$ cat src/rtl/ram_access_responder_pkg.sv
// Shared types and defaults for the RAM access responder: FSM states, arbiter grant tags and default widths.
package ram_access_responder_pkg;

  localparam int unsigned DEF_ADDR_W     = 32;
  localparam int unsigned DEF_DATA_W     = 32;
  localparam int unsigned DEF_FIFO_DEPTH = 8;

  typedef enum logic [1:0] {
    ST_IDLE   = 2'd0,
    ST_ACTIVE = 2'd1,
    ST_FLUSH  = 2'd2
  } state_t;

  typedef enum logic {
    GNT_RD = 1'b0,
    GNT_WR = 1'b1
  } grant_t;

endpackage

$ cat src/rtl/ram_access_responder_rd_fifo.sv
// Read-data FIFO: synchronous push/pop/clear, occupancy count and a registered head word (0 when empty).
module ram_rd_fifo #(
  parameter  int unsigned DATA_W = 32,
  parameter  int unsigned DEPTH  = 8,
  localparam int unsigned PW     = $clog2(DEPTH),
  localparam int unsigned CW     = PW + 1
) (
  input  logic              clk,
  input  logic              reset,
  input  logic              clear,
  input  logic              push,
  input  logic [DATA_W-1:0] push_data,
  input  logic              pop,
  output logic [DATA_W-1:0] head,
  output logic              valid,
  output logic [CW-1:0]     count
);

  logic [DATA_W-1:0] mem [DEPTH];
  logic [PW-1:0]     wr_ptr;
  logic [PW-1:0]     rd_ptr;
  logic [PW-1:0]     rd_ptr_nxt;
  logic [CW-1:0]     cnt_d;
  logic              do_push;
  logic              do_pop;

  always_comb begin
    valid      = (count != '0);
    do_pop     = pop && valid;
    do_push    = push && ((count != CW'(DEPTH)) || do_pop);
    rd_ptr_nxt = rd_ptr + PW'(1);
    cnt_d      = count;
    if (do_push && !do_pop)
      cnt_d = count + CW'(1);
    else if (!do_push && do_pop)
      cnt_d = count - CW'(1);
  end

  always_ff @(posedge clk) begin
    if (do_push)
      mem[wr_ptr] <= push_data;
  end

  // Head register tracks the word that will be at rd_ptr after this edge,
  // taking it straight from push_data when the pushed word becomes the only entry.
  always_ff @(posedge clk or posedge reset) begin
    if (reset) begin
      wr_ptr <= '0;
      rd_ptr <= '0;
      count  <= '0;
      head   <= '0;
    end else if (clear) begin
      wr_ptr <= '0;
      rd_ptr <= '0;
      count  <= '0;
      head   <= '0;
    end else begin
      if (do_push)
        wr_ptr <= wr_ptr + PW'(1);
      if (do_pop)
        rd_ptr <= rd_ptr_nxt;
      count <= cnt_d;
      if (cnt_d == '0)
        head <= '0;
      else if (do_push && ((count == '0) || ((count == CW'(1)) && do_pop)))
        head <= push_data;
      else if (do_pop)
        head <= mem[rd_ptr_nxt];
    end
  end

endmodule

$ cat src/rtl/ram_access_responder.sv
// RAM-side responder: FSM, read/write round-robin arbiter, in-flight read tracking and registered RAM port.
// Optional address bounds checking is enabled with `define ADDR_BOUNDS_CHECK_EN.
module ram_access_responder
  import ram_access_responder_pkg::*;
#(
  parameter int unsigned ADDR_W     = DEF_ADDR_W,
  parameter int unsigned DATA_W     = DEF_DATA_W,
  parameter int unsigned FIFO_DEPTH = DEF_FIFO_DEPTH
) (
  input  logic              clk,
  input  logic              reset,
  input  logic              enable,
  input  logic [31:0]       addr,
  input  logic              rd_req,
  input  logic              wr_req,
  input  logic [DATA_W-1:0] wr_data,
`ifdef ADDR_BOUNDS_CHECK_EN
  input  logic [31:0]       base,
  input  logic [31:0]       limit,
  output logic              addr_err,
`endif
  output logic              read_pause,
  output logic              write_pause,
  output logic [DATA_W-1:0] rd_data,
  output logic              rd_valid,
  input  logic              rd_ready,
  output logic              ram_cs,
  output logic              ram_we,
  output logic [ADDR_W-1:0] ram_addr,
  output logic [DATA_W-1:0] ram_wdata,
  input  logic [DATA_W-1:0] ram_rdata
);

  localparam int unsigned CW = $clog2(FIFO_DEPTH) + 1;

  state_t            state_q, state_d;
  grant_t            rr_last_q;
  logic              flush_cnt_q;
  logic              active;
  logic              rd_room;
  logic              rd_cand;
  logic              wr_cand;
  logic              gnt_rd;
  logic              gnt_wr;
  logic              in_bounds;
  logic              issue_rd;
  logic              issue_wr;
  logic              pend1_q, pend2_q;
  logic              pend1_drop_q, pend2_drop_q;
  logic [1:0]        inflight;
  logic [CW:0]       occupancy;
  logic [CW-1:0]     fifo_count;
  logic              fifo_clear;
  logic              fifo_push;
  logic              fifo_pop;
  logic [DATA_W-1:0] fifo_wdata;

  always_comb begin
    state_d = state_q;
    case (state_q)
      ST_IDLE:   if (enable)      state_d = ST_ACTIVE;
      ST_ACTIVE: if (!enable)     state_d = ST_FLUSH;
      ST_FLUSH:  if (flush_cnt_q) state_d = ST_IDLE;
      default:                    state_d = ST_IDLE;
    endcase

    active    = (state_q == ST_ACTIVE);
    inflight  = {1'b0, pend1_q} + {1'b0, pend2_q};
    occupancy = (CW+1)'(fifo_count) + (CW+1)'(inflight);
    rd_room   = (occupancy < (CW+1)'(FIFO_DEPTH));

    // A read that cannot be taken for lack of room never blocks a pending write.
    rd_cand     = rd_req && active && rd_room;
    wr_cand     = wr_req && active;
    gnt_rd      = rd_cand && (!wr_cand || (rr_last_q == GNT_WR));
    gnt_wr      = wr_cand && !gnt_rd;
    read_pause  = !active || !rd_room || gnt_wr;
    write_pause = !active || gnt_rd;

    issue_rd   = gnt_rd && in_bounds;
    issue_wr   = gnt_wr && in_bounds;
    fifo_clear = !active;
    fifo_push  = active && pend2_q;
    fifo_wdata = pend2_drop_q ? '0 : ram_rdata;
    fifo_pop   = rd_valid && rd_ready;
  end

`ifdef ADDR_BOUNDS_CHECK_EN
  logic [32:0] bound_end;

  always_comb begin
    bound_end = {1'b0, base} + {1'b0, limit};
    in_bounds = (addr >= base) && ({1'b0, addr} < bound_end);
  end

  always_ff @(posedge clk or posedge reset) begin
    if (reset)
      addr_err <= 1'b0;
    else if (state_q == ST_IDLE)
      addr_err <= 1'b0;
    else if ((gnt_rd || gnt_wr) && !in_bounds)
      addr_err <= 1'b1;
  end
`else
  always_comb in_bounds = 1'b1;
`endif

  always_ff @(posedge clk or posedge reset) begin
    if (reset) begin
      state_q      <= ST_IDLE;
      flush_cnt_q  <= 1'b0;
      rr_last_q    <= GNT_WR;
      pend1_q      <= 1'b0;
      pend2_q      <= 1'b0;
      pend1_drop_q <= 1'b0;
      pend2_drop_q <= 1'b0;
      ram_cs       <= 1'b0;
      ram_we       <= 1'b0;
      ram_addr     <= '0;
      ram_wdata    <= '0;
    end else begin
      state_q     <= state_d;
      flush_cnt_q <= (state_q == ST_FLUSH);
      if (gnt_rd)
        rr_last_q <= GNT_RD;
      else if (gnt_wr)
        rr_last_q <= GNT_WR;

      ram_cs <= issue_rd || issue_wr;
      ram_we <= issue_wr;
      if (issue_rd || issue_wr)
        ram_addr <= addr[ADDR_W-1:0];
      if (issue_wr)
        ram_wdata <= wr_data;

      // Dropped (out-of-bounds) reads travel the same pipe so FIFO order is kept.
      if (active) begin
        pend1_q      <= gnt_rd;
        pend1_drop_q <= gnt_rd && !in_bounds;
        pend2_q      <= pend1_q;
        pend2_drop_q <= pend1_drop_q;
      end else begin
        pend1_q      <= 1'b0;
        pend1_drop_q <= 1'b0;
        pend2_q      <= 1'b0;
        pend2_drop_q <= 1'b0;
      end
    end
  end

  ram_rd_fifo #(
    .DATA_W (DATA_W),
    .DEPTH  (FIFO_DEPTH)
  ) u_rd_fifo (
    .clk       (clk),
    .reset     (reset),
    .clear     (fifo_clear),
    .push      (fifo_push),
    .push_data (fifo_wdata),
    .pop       (fifo_pop),
    .head      (rd_data),
    .valid     (rd_valid),
    .count     (fifo_count)
  );

endmodule

$ cat config.mk
export PLATFORM = sky130hd
export DESIGN_NAME = ram_access_responder
export DESIGN_NICKNAME = d
export VERILOG_FILES = /design/src/rtl/ram_access_responder_pkg.sv /design/src/rtl/ram_access_responder_rd_fifo.sv /design/src/rtl/ram_access_responder.sv
export SDC_FILE = /design/constraint.sdc
export NUM_CORES = 1
export LEC_CHECK = 0
export ABC_AREA = 1
export CORE_MARGIN = 1.5
export CORE_UTILIZATION = 55
export CTS_CLUSTER_SIZE = 20
export DETAILED_ROUTE_END_ITERATION = 16
export GPL_ROUTABILITY_DRIVEN = 0
export GPL_TIMING_DRIVEN = 0
export PLACE_DENSITY_LB_ADDON = 0.1
export SYNTH_ARGS = -nofsm -noshare
export SYNTH_HDL_FRONTEND = slang
export SYNTH_HIERARCHICAL = 1
export SYNTH_SLANG_ARGS = --single-unit
export TNS_END_PERCENT = 5
$ cat constraint.sdc
create_clock -name clk -period 4.2 [get_ports clk]
set_input_delay 1.05 -clock clk [delete_from_list [all_inputs] [get_ports clk]]
set_output_delay 1.05 -clock clk [all_outputs]
set_load 0.01 [all_outputs]
==> summary.md <==
| Metric | Value |
|---|---|
| WP data arrival | `3000 ps` |
| Die Ht | `between 150 and 200 um` |
| Gr ovfl total | `0` |
| Hpwl dp | `28,590 um` |
| Cell area after synthesis | `15,430 um^2` |
| Synth top area share | `0.4982` |
| Crit Path Class | `in2out` |
| Die span in x | `approximately 170 um` |
| Hold Path End | `state_q[1]` |
| Post-synthesis sequential area ratio | `0.6831` |
| Final setup violation count | `0` |
| Post-cts resize count | `0` |
| Synth async-reset ratio | `0.3081` |
| Core Region | `27,710 um^2` |
| Syn avg cell area | `11.00 um^2` |
| Layout Nets | `1,762` |
| Unrepaired setup endpoints after global routing | `no` |
| Clock Pin Slew Worst Setup and Hold Paths | `~60 ps` |
| Final Critical Period | `4050 ps` |
| Clock root cell | `clkbuf_16` |
| Clk_lat worst skew | `530 ps` |
| H-tree lvl count | `2` |
| Vias/cell | `5.743` |
| Fmax | `0.2469 GHz` |
| Final WS setup | `around 150 ps` |
| Period Utilization, post-route | `0.9642` |
| Post CTS Setup Buffer Count | `0` |
| Synth warn | `6` |
| Area leader, netlist | `edfxtp_1` |
| Area growth from synthesis to layout | `25.65%` |
| Synth area leaders | `edfxtp_1 50%, dfrtp_1 18%, nand2_1 8.6%` |
| I/O Buffers | `202` |
| DRT iter0 DRCs | `1,354` |
| Run status | `finished, final reports clean` |
| Most frequent cell after synthesis | `nand2_1` |
| Dpl cells | `1,992` |
| Number of cell rows | `61` |
| Clk buf depth | `3` |
| Reg2Reg Depth | `11` |
| Initial core utilization | `0.5570` |
| Maximum ir drop on the vdd rail | `0.2865 mV` |
| Reg-to-reg critical path startpoint | `u_rd_fifo/count[0]` |
| Max-cap violations | `0` |
| First-pass GRT wire length | `64,790 um` |
| Hold slack final | `roughly 440 ps` |
| R2R Path End | `u_rd_fifo/mem[6][9]` |
| Hold_sp | `flush_cnt_q` |
| First-pass DRT Iterations | `5` |
| Leakage | `about 0.0076 uW` |
| Total wire length | `42,540 um` |
| Vias | `~12,000` |
| Clock buffer count from CTS | `38` |
| Vias in the first global route | `11,547` |
| Fill cell count | `roughly 2,000` |
| CP startpoint kind | `input port` |
| DRC | `0` |
| Synth top cells by count | `352 x nand2_1, 256 x edfxtp_1, 200 x nand3_1` |
| Cells on Worst Hold Path | `1` |
| Initial antenna violation count | `0` |
| Hold crit path type | `reg2reg` |
| TritonCTS clock tree | `done` |
| Largest net degree at the start of global routing | `73` |
| Routed len/inst | `20.64 um` |
| Clock Skews | `around 14 ps` |
| Non-filler cells, final | `2,061` |
| Syn nets | `1,511` |
| ANT nets after route | `0` |
| Max_slew headroom | `0.4089` |
| Post-synth EDFFs | `256` |
| Hold Fails Final Rpt | `0` |
| Hold Buf Count CTS | `0` |
| #FFs+latches synth | `370` |
| Worst Tran Pin Value | `approximately 890 ps` |
| Global Route Usage Sum | `0.2957` |
| Worst Path Required | `3150 ps` |
| Worst Setup End Kind | `output port` |
| R2R Setup Slk | `420 ps` |
| Synthesized instance count | `1,403` |
| Die Area | `between 20,000 and 30,000 um^2` |
| IO Count | `203` |
| Slew Viols, Final | `0` |
| Num Clock Sinks | `370` |
| Critical Path Fanout Max | `10` |
| Share of layout cells above drive strength 1 | `0.08675` |
| Place WS | `8.804 ps` |
| Netlist cell types | `37` |
| Top FF cell, synth | `edfxtp_1` |
| Cell Pwr Density | `489.8 nW/um^2` |
| Ant diodes | `0` |
==> flip-flops by register name, summed over array words and instances, names as in the netlist <==
signal,cells
flush_cnt_q,1
ram_addr,32
u_rd_fifo/count,4
rr_last_q,1
pend2_q,1
state_q,2
u_rd_fifo/mem,256
ram_wdata,32
u_rd_fifo/wr_ptr,3
ram_cs,1
pend1_q,1
ram_we,1
u_rd_fifo/head,32
u_rd_fifo/rd_ptr,3
==> cell usage in the layout (no fill, tap or decap), types with 5 or more instances in the layout <==
cell / n
o211ai_1: 31
nand2_2: 8
o21ai_0: 68
buf_6: 11
nor2_1: 106
buf_16: 6
buf_2: 28
buf_1: 11
inv_1: 25
ha_1: 6
inv_2: 5
clkdlybuf4s50_1: 202
nand4_1: 31
dfrtp_1: 113
nand2_1: 352
clkinv_1: 10
a21oi_1: 38
nor2_4: 10
nand3_1: 200
clkbuf_16: 41
edfxtp_1: 256
o21ai_1: 29
clkbuf_1: 53
==> metal layers <==
layer	track usage	wire (um)
met1	0.3767	16590
met5	0.01739	55
met4	0.1120	1278
met2	0.5033	20830
met3	0.05529	3782
==> stage by stage <==
stage / util / area [um^2] / total power, uW / TNS, ps
6_report: 0.6998 / 19390 / 9497 / 0
2_1_floorplan: - / 15430 / 5313 / 0
3_3_place_gp: 0.6470 / 17930 / 6324 / -377300
3_5_place_dp: 0.6574 / 18210 / 6378 / 0
4_1_cts: 0.6998 / 19390 / 9542 / 0
5_1_grt: 0.6998 / 19390 / 9880 / 0
==> critical path: stages <==
cell and delay [ps]:
clkdlybuf4s50_1 480, nand3_2 220, nor2_2 160, nor2_2 60, nand2_4 90, nand2_2 110
buf_2 210, nand2_1 70, clkdlybuf4s50_1 540
==> kinds of logic after synthesis <==
kind of cell    share of synthesized area
compound gates                    0.06300
xor+xnor                         0.002190
flops                              0.6831
simple gates                       0.2078
fa+ha+maj                        0.004865
buf+inv                           0.03900
==> report_power, final <==
group | total [uW] | internal [uW] | switching [uW]
clock network | 3180 | 1840 | 1350
logic | 1890 | 882 | 1010
registers | 4430 | 4250 | 178
total | 9500 | 6970 | 2530
==> worst max path at each step <==
stage / startpoint / end / slack, ps
global route: wr_req / read_pause / 10
CTS: wr_req / read_pause / 120
detailed placement: rd_ready / u_rd_fifo/mem[6][8] / 9
floorplan: rd_ready / u_rd_fifo/mem[0][0] / 490
finish: wr_req / read_pause / 150
global placement: rd_ready / u_rd_fifo/mem[6][11] / -1680
==> area by class of cell <==
cell class | instances | area (um^2) | area share
plain buffers | 92 | 470.5 | 0.02426
clock buffers | 57 | 1116 | 0.05756
clock inverters | 12 | 58.81 | 0.003033
inverters | 35 | 133.9 | 0.006905
multi-input cells | 906 | 4348 | 0.2243
flip-flops and latches | 370 | 10540 | 0.5437
well taps | 378 | 473.0 | 0.02439
repair buffers | 211 | 2247 | 0.1159
No activity file was read; power rests on OpenSTA's default activity.
